--- src/rtl/trap_sequencer.sv ---
// trap_sequencer: flushes FD/XB, redirects fetch and drains the pipe after a trap or MRET.
// Define TRAP_SEQ_MRET_EN to sequence MRET; otherwise mret is ignored and mret_done stays 0.
module trap_sequencer #(
  parameter int DRAIN_CYCLES = 2,
  parameter int CNT_WIDTH = 32
) (
  input  logic                 clk,
  input  logic                 reset,
  input  logic                 initiate_exception,
  input  logic                 mret,
  input  logic [31:0]          csr_mepc,
  input  logic [31:0]          csr_mtvec,
  output logic                 redirect_valid,
  input  logic                 redirect_ready,
  output logic [31:0]          redirect_pc,
  output logic                 flush_fd,
  output logic                 flush_xb,
  output logic                 hold_pipe,
  output logic                 mret_done,
  output logic                 busy,
  output logic [CNT_WIDTH-1:0] trap_count
);
  typedef enum logic [1:0] {IDLE, FLUSH, REQ, DRAIN} state_t;
  state_t state, state_nx;
  logic kind_trap;
  logic [3:0] cnt;
  logic mret_req;
  logic take_trap;
`ifdef TRAP_SEQ_MRET_EN
  assign mret_req = mret;
  assign mret_done = state == FLUSH && !kind_trap;
`else
  assign mret_req = mret & 1'b0;
  assign mret_done = 1'b0;
`endif
  // nested faults are accepted while draining, never while the redirect is in flight
  assign take_trap = initiate_exception && (state == IDLE || state == DRAIN);
  always_comb begin
    state_nx = state;
    case (state)
      IDLE:  state_nx = (initiate_exception || mret_req) ? FLUSH : IDLE;
      FLUSH: state_nx = REQ;
      REQ:   state_nx = redirect_ready ? DRAIN : REQ;
      DRAIN: state_nx = initiate_exception ? FLUSH : (cnt == 4'd0 ? IDLE : DRAIN);
      default: state_nx = IDLE;
    endcase
  end
  assign flush_fd = state == FLUSH;
  assign flush_xb = state == FLUSH;
  assign redirect_valid = state == REQ;
  assign hold_pipe = state != IDLE;
  assign busy = state != IDLE;
  always_ff @(posedge clk) begin
    if (reset) begin
      state <= IDLE;
      kind_trap <= 1'b0;
      redirect_pc <= '0;
      cnt <= '0;
      trap_count <= '0;
    end else begin
      state <= state_nx;
      if (take_trap) begin
        redirect_pc <= {csr_mtvec[31:2], 2'b00};
        kind_trap <= 1'b1;
      end else if (state == IDLE && mret_req) begin
        redirect_pc <= {csr_mepc[31:2], 2'b00};
        kind_trap <= 1'b0;
      end
      if (state == REQ && redirect_ready) cnt <= 4'(DRAIN_CYCLES - 1);
      else if (state == DRAIN) cnt <= cnt - 4'd1;
      if (state == FLUSH && kind_trap) trap_count <= trap_count + 1'b1;
    end
  end
endmodule

--- config.mk ---
export PLATFORM = sky130hd
export DESIGN_NAME = trap_sequencer
export DESIGN_NICKNAME = d
export VERILOG_FILES = /design/src/rtl/trap_sequencer.sv
export SDC_FILE = /design/constraint.sdc
export NUM_CORES = 1
export LEC_CHECK = 0
export CAP_MARGIN = 0
export CORE_ASPECT_RATIO = 1.2
export CORE_MARGIN = 2
export CORE_UTILIZATION = 44
export CTS_CLUSTER_DIAMETER = 30
export DETAILED_ROUTE_END_ITERATION = 6
export PLACE_DENSITY_LB_ADDON = 0.25
export SLEW_MARGIN = 20
export SYNTH_ARGS = -nofsm -noshare
export SYNTH_HDL_FRONTEND = slang
export SYNTH_SLANG_ARGS = --single-unit
export TNS_END_PERCENT = 5
--- constraint.sdc ---
create_clock -name clk -period 5.3 [get_ports clk]
set_clock_uncertainty 0.05 [all_clocks]
set_input_delay 0.53 -clock clk [delete_from_list [all_inputs] [get_ports clk]]
set_output_delay 0.53 -clock clk [all_outputs]
set_load 0.05 [all_outputs]
Yosys cells after proc, flatten, opt, wreduce, memory -nomap -nowiden
Index checks and enable logic that the tools add are counted.
{"block": "totals", "ff_bits": 69, "output_inout_bits": 70, "input_bits": 69, "word_cells": 27}
{"block": "classes", "mux": 7, "n_reduce_logical": 9, "eq_ne": 3, "add_sub_neg": 2}
{"operator": "$add A32 B1 Y32 const B", "n": 1}
{"operator": "$pmux W2 S4", "n": 1}
{"operator": "$eq A2 B2 Y1 const B", "n": 2}
{"operator": "$logic_not A4 Y1", "n": 1}
{"operator": "$mux W1", "n": 4}
{"operator": "$mux W2", "n": 2}
{"operator": "$reduce_bool A2 Y1", "n": 2}
{"operator": "$sub A4 B1 Y4 const B", "n": 1}
{"operator": "$logic_and A1 B1 Y1", "n": 3}
{"operator": "$eq A2 B1 Y1 const B", "n": 1}
{"operator": "$logic_not A2 Y1", "n": 1}
{"operator": "$reduce_or A2 Y1", "n": 1}
{"operator": "$logic_or A1 B1 Y1", "n": 1}

Longest topological paths before layout
Gate-level depths: netlist (run 1).
{"block": "depth", "depth_word": 4, "mapped_depth": 7, "depth_no_buf": 6}

Worst setup path before layout (run 1)
Ideal clock, no wire load.
{"block": "synth_timing", "kind": "register to register", "start": "reg state[1]", "end": "reg trap_count[22]", "path_stages_with_launch": 8, "setup_slack_ps": 3050, "synth_period_minus_slack_ps": 2250, "setup_ps": 70, "t_arrival_ps": 2130, "required_time_ps": 5180, "n_path_buf": 1, "cell_sequence": "dfxtp_1 > inv_1 > ha_1 > and4_1 > buf_4 > nand2_2 > or4_1 > a21oi_1"}
{"block": "synth_between", "elab_chain_cells": 2}
{"item": "from (decl)", "line": "24", "rtl": "state_t state, state_nx;"}
{"item": "from (signal assigned)", "line": "61", "rtl": "state <= state_nx;"}
{"item": "$eq A2 B1 Y1"}
{"item": "via flush_fd", "line": "16", "rtl": "output logic flush_fd,"}
{"item": "$logic_and A1 B1 Y1", "line": "71", "rtl": "if (state == FLUSH && kind_trap) trap_count <= trap_count + 1'b1;"}
{"item": "to (signal assigned)", "line": "71"}
{"item": "to (decl)", "line": "21", "rtl": "output logic [CNT_WIDTH-1:0] trap_count"}
The timed path passes the listed nets, and every way through them passes these cells.
A chain may end at the register's enable or synchronous reset.

Worst setup path after layout (run 1)
{"block": "layout_timing", "start": "reg state[1]", "end": "out flush_fd"}
{"block": "layout_between", "elab_chain_cells": 1}
{"item": "$eq A2 B1 Y1", "line": "48", "rtl": "assign flush_fd = state == FLUSH;"}
{"item": "to (decl)", "line": "16"}
Every way passes these cells.

==> results of run 1 <==
## per-layer routing
metal  routed length [µm]  vias to the layer above  share of wire, %  GRT usage (%)
met3                  607                       13               8.8           8.27
met1                 2880                     1269                42           22.4
met2                 3280                       81                47           32.5
met4                  138                        0               2.0           9.48
li1                     -                     1398                 -              -
met5                    0                        -                 0              0
## cell usage after synthesis (all sizes together), types with 10 or more instances
library cell and number:
a21oi 51, buf 11, clkbuf 13, dfxtp 69, nand2 72, nand3 10
nand4 13, nor2 19, o31ai 12, or4 12, xor2 11
## power breakdown
group / leakage (nW) / internal, W / switching (W) / total (W)
clock: 0.102 / 0.000251 / 0.000185 / 0.000436
combinational: 0.796 / 0.0000864 / 0.000159 / 0.000246
sequential: 0.561 / 0.000543 / 0.0000147 / 0.000557
total: 1.46 / 0.000880 / 0.000359 / 0.00124
## path summary, 6_finish.rpt
check	endpoint	startpoint	slack [ns]
setup reg to reg	trap_count[31]	state[1]	2.82
hold / removal	redirect_pc[13]	redirect_pc[13]	0.40
setup / recovery	flush_fd	state[1]	2.71
hold reg to reg	redirect_pc[13]	redirect_pc[13]	0.40
## kinds of logic (layout without fill, tap and decap cells)
group,after synthesis,count (layout),synth area share (%)
compound gates,71,71,13.3
simple gates,157,157,26.8
other cells,1,3,0.127
flops,69,69,46.6
mux,2,2,0.760
xor+xnor,14,14,4.14
fa+ha+maj,7,7,2.96
buf+inv,31,123,5.28
## worst max-delay path: stages (launching register included)
cell             delay (ns)
dfxtp_1                0.35
inv_1                  0.11
ha_1                   0.32
clkdlybuf4s50_1        0.88
## area by class of cell
cell class	instances	area share, %
multi-input combinational	254	34.5
sequential	69	33.2
clock buffer	13	4.06
timing repair buffer	102	24.3
inverter	7	0.631
tap	85	2.56
clock inverter	1	0.722
## state kept, by name (all words and copies together) (netlist names)
| register | flops |
|---|---|
| cnt | 4 |
| kind_trap | 1 |
| redirect_pc | 30 |
| state | 2 |
| trap_count | 32 |
## per-stage QoR
step / hold WS (ns) / setup WS [ns] / total power (W) / util (%) / cells
after floorplan: 0.419 / 3.05 / 0.000730 / - / 354
after global placement: 0.391 / 2.87 / 0.000812 / 61.1 / 517
after detailed placement: 0.396 / 2.83 / 0.000815 / 61.1 / 517
after CTS: 0.405 / 2.67 / 0.00125 / 64.1 / 531
after global routing: 0.418 / 2.60 / 0.00129 / 64.2 / 531
final: 0.404 / 2.71 / 0.00124 / 64.2 / 531
==> results.toml, run 1 <==
[status]
run_status = "finished, final reports clean"

[sta]
min_period_over_period_pct = 48.9
finalCriticalPeriod_ns = 2.59
grt_setup_unrepaired = "false"
slew_violations = 0
finalSetupViolCount = 0
hold_violations = 0
worst_pin_slew_ns = 0.734
max_freq_ghz = 0.386
slew_headroom_pct = 51.1
setup_tns_ns = 0

[yosys]
yosysSeqAreaShare_pct = 46.6
syn_avg_cell_area_um2 = 8.42
synth_ff_type = "dfxtp_1"
synth_edf_count = 0
synth_area_leaders = "dfxtp_1 (47%), nand2_1 (9.0%), a21oi_1 (8.6%), xor2_1 (3.3%), o31ai_1 (3.0%)"
yosysWarnings = 0
synth.largest_area_cell = "dfxtp_1"
ys_types = 36
synth_top_area_share_pct = 46.6
synthCells = 352
yosys_register_bits = 69
synthArstFlopShare_pct = 0
netlist_area_um2 = 2960

[power]
leakagePower_nw = 1.46
vdd_ir_drop_max_mv = 0.207
pwr_density_cell_nw_per_um2 = 298

[setup_path]
startpoint_type = "flop"
worstSetupPathType = "flop to output port"
cp.required_ns = 4.72
rr_worst_depth = 6
worstPathArrival_ns = 2.01
critPathMaxFanout = 7
crit_path_end_kind = "output port"

[cts]
cts_resized = 0
cts_tree = "built"
clkTransAtPathRegs_ns = 0.07
cts_buffer_depth = 2
clock-root-buffer = "clkbuf_8"
clk_latency_ns = 0.34
cts_buffers = 9
hold_buffers = 0
h-tree-depth = 3
clock_sinks = 69
post_cts_buffers = 0

[grt]
grt_pass1_wl_um = 11600
antenna_found_initial = 0
grt_max_degree = 73
overflow = 0
grtUsageTotal_pct = 19.9
grt_pass1_vias = 2675

[drt]
vias = 2761
avgRoutedWirePerCell_um = 13.0
via_per_inst = 5.20
wirelength_um = 6900
postRouteAntennaNets = 0
drt_pass1_iterations = 4
drt-initial-drc-count = 119
drc = 0

[die]
fp.dieW_um = 78.9
start_util_pct = 45.7
core_um2 = 6490
io_pins = 139
dieArea_um2 = 7410
die_h_um = 93.9
rows = 32

[layout]
seqCellArea_um2 = 1380
syn_to_final_growth_pct = 40.5
stdcell_area_um2 = 4160
multi_input_area_um2 = 1440
n_antenna_cell = 0
mostFrequentLayoutCells = "clkdlybuf4s50_1 (99), nand2_1 (71), dfxtp_1 (69)"
nets = 519
n_fill_cell = 563
drive_gt1_share_pct = 5.38
final_common_cell = "clkdlybuf4s50_1"

[min_path]
holdCritPathClass = "flop to flop"
min_path_cells = 2

[placement]
portBuffers = 100
gp_congestion = 0.763
dp_hpwl_um = 4670
placedInstanceArea_um2 = 3960

[flow_run]
cap_violations = 0
Note: power is estimated with default switching activity, not from simulation.
==> run 2, diff against run 1 <==
--- a/config.mk
+++ b/config.mk
@@ -8,7 +8,7 @@
 export CAP_MARGIN = 0
 export CORE_ASPECT_RATIO = 1.2
 export CORE_MARGIN = 2
-export CORE_UTILIZATION = 44
+export CORE_UTILIZATION = 41
 export CTS_CLUSTER_DIAMETER = 30
 export DETAILED_ROUTE_END_ITERATION = 6
 export PLACE_DENSITY_LB_ADDON = 0.25
==> constraint.sdc (replaced) <==
create_clock -name clk -period 2.4 [get_ports clk]
set_clock_uncertainty 0.05 [all_clocks]
set_input_delay 0.24 -clock clk [delete_from_list [all_inputs] [get_ports clk]]
set_output_delay 0.24 -clock clk [all_outputs]
set_load 0.05 [all_outputs]
==> run 2 against run 1 <==
Die area rose by 7.0%. Worst setup slack worse by 2.5 ns. Utilization shrank 3.5 points. Sequential power grew 120%. Via count is 0.54% higher. Non-clock buffer count increased by 7. Worst hold slack worse by 0.24 ns. Critical path depth rose by 1. Final cell count grew 2.1%. Routed wire length is 3.0% higher.
==> results.toml, run 2 (synthesized netlist as in run 1, its figures left out) <==
[status]
run_status = "finished, final reports clean"

[die]
dieArea_um2 = 7920
die_h_um = 97.1
fp.dieW_um = 81.6
io_pins = 139
core_um2 = 6940
rows = 33
start_util_pct = 42.7

[grt]
overflow = 0
grt_pass1_vias = 2730
grt_pass1_wl_um = 12200
antenna_found_initial = 0
grt_max_degree = 35
grtUsageTotal_pct = 19.1

[drt]
wirelength_um = 7110
drc = 0
drt_pass1_iterations = 4
via_per_inst = 5.12
postRouteAntennaNets = 0
drt-initial-drc-count = 104
vias = 2776
avgRoutedWirePerCell_um = 13.1

[cts]
cts_buffers = 9
hold_buffers = 0
cts_resized = 0
clock_sinks = 69
clk_latency_ns = 0.34
cts_buffer_depth = 2
post_cts_buffers = 0
h-tree-depth = 3
cts_tree = "built"
clock-root-buffer = "clkbuf_8"
clkTransAtPathRegs_ns = 0.07

[placement]
portBuffers = 100
gp_congestion = 0.739
placedInstanceArea_um2 = 4020
dp_hpwl_um = 4880

[sta]
hold_violations = 0
grt_setup_unrepaired = "false"
worst_pin_slew_ns = 0.530
finalSetupViolCount = 0
slew_headroom_pct = 64.6
min_period_over_period_pct = 92.8
slew_violations = 0
max_freq_ghz = 0.449
setup_tns_ns = 0
finalCriticalPeriod_ns = 2.23

[layout]
seqCellArea_um2 = 1380
nets = 526
stdcell_area_um2 = 4210
post-route-util_pct = 60.7
mostFrequentLayoutCells = "clkdlybuf4s50_1 (99), nand2_1 (71), dfxtp_1 (69)"
regMostFlops = "trap_count"
final_common_cell = "clkdlybuf4s50_1"
n_antenna_cell = 0
largest_reg_flops = 32
syn_to_final_growth_pct = 42.0
multi_input_area_um2 = 1440
drive_gt1_share_pct = 6.81
top_regs = "trap_count (32), redirect_pc (30), cnt (4)"
n_fill_cell = 626

[power]
pwr_density_cell_nw_per_um2 = 645
leakagePower_nw = 1.49
vdd_ir_drop_max_mv = 0.391

[flow_run]
cap_violations = 0

[setup_path]
startpoint_type = "flop"
cp.required_ns = 2.11
crit_path_end_kind = "output port"
rrSetupSlack_ns = 0.33
worstSetupPathType = "flop to output port"
worstPathArrival_ns = 1.94
rr_worst_depth = 4
worstSetupStartpoint = "state[1]"
regToRegEndpoint = "trap_count[20]"
r2r-start = "trap_count[5]"
critPathMaxFanout = 6

[min_path]
min_path_cells = 2
holdCritStartpoint = "reset"
min_to = "trap_count[12]"
holdCritPathClass = "input port to flop"
[run 2: changes by cell type in the layout (fill, tap and decap cells not counted), sizes merged]
cell      delta
clkinvlp     +1
clkbuf       -1
clkinv       +2
buf          +7
[run 2: per-stage QoR]
stage                     total power [W]  hold WS (ns)  worst slack, ns  std cells
after floorplan                   0.00161         0.326            0.150        354
after global placement            0.00180         0.391            0.403        526
after global routing              0.00283         0.186           0.0602        542
after detailed placement          0.00181         0.396            0.339        526
final                             0.00271         0.160            0.174        542
after CTS                         0.00275         0.153            0.151        542
[run 2: area by class of cell]
| class | instances | area share (%) |
|---|---|---|
| clock buffers | 12 | 3.45 |
| clock inverters | 4 | 1.13 |
| inverters | 7 | 0.624 |
| multi-input cells | 254 | 34.1 |
| flip-flops and latches | 69 | 32.8 |
| well taps | 87 | 2.59 |
| repair buffers | 109 | 25.3 |
[run 2: how the worst max path moves through the flow]
stage | to | slack [ns] | cells past startpoint
3_5_place_dp | trap_count[20] | 0.34 | 4
5_1_grt | flush_xb | 0.06 | 4
2_1_floorplan | trap_count[22] | 0.15 | 7
4_1_cts | flush_fd | 0.15 | 4
6_report | flush_xb | 0.17 | 4
3_3_place_gp | trap_count[20] | 0.40 | 4
[run 2: power breakdown]
part           switching [W]  leakage [nW]  total [W]  internal [W]
Clock               0.000430        0.0964   0.000935      0.000506
Combinational       0.000353         0.833   0.000549      0.000196
Sequential         0.0000322         0.561    0.00123       0.00120
Total               0.000815          1.49    0.00271       0.00190
[run 2: routing by layer]
layer  GRT usage (%)  up-vias  part of all wire (%)
li1                -     1411                     -
met4            8.46        0                   1.8
met3            6.41       11                   6.9
met1            22.6     1275                    42
met2            31.0       79                    50
met5               0        -                     0
[run 2: critical path: stages, from the launching register on]
cell             delay, ns
dfxtp_1               0.35
inv_1                 0.12
ha_1                  0.17
buf_4                 0.15
clkdlybuf4s50_1       0.80
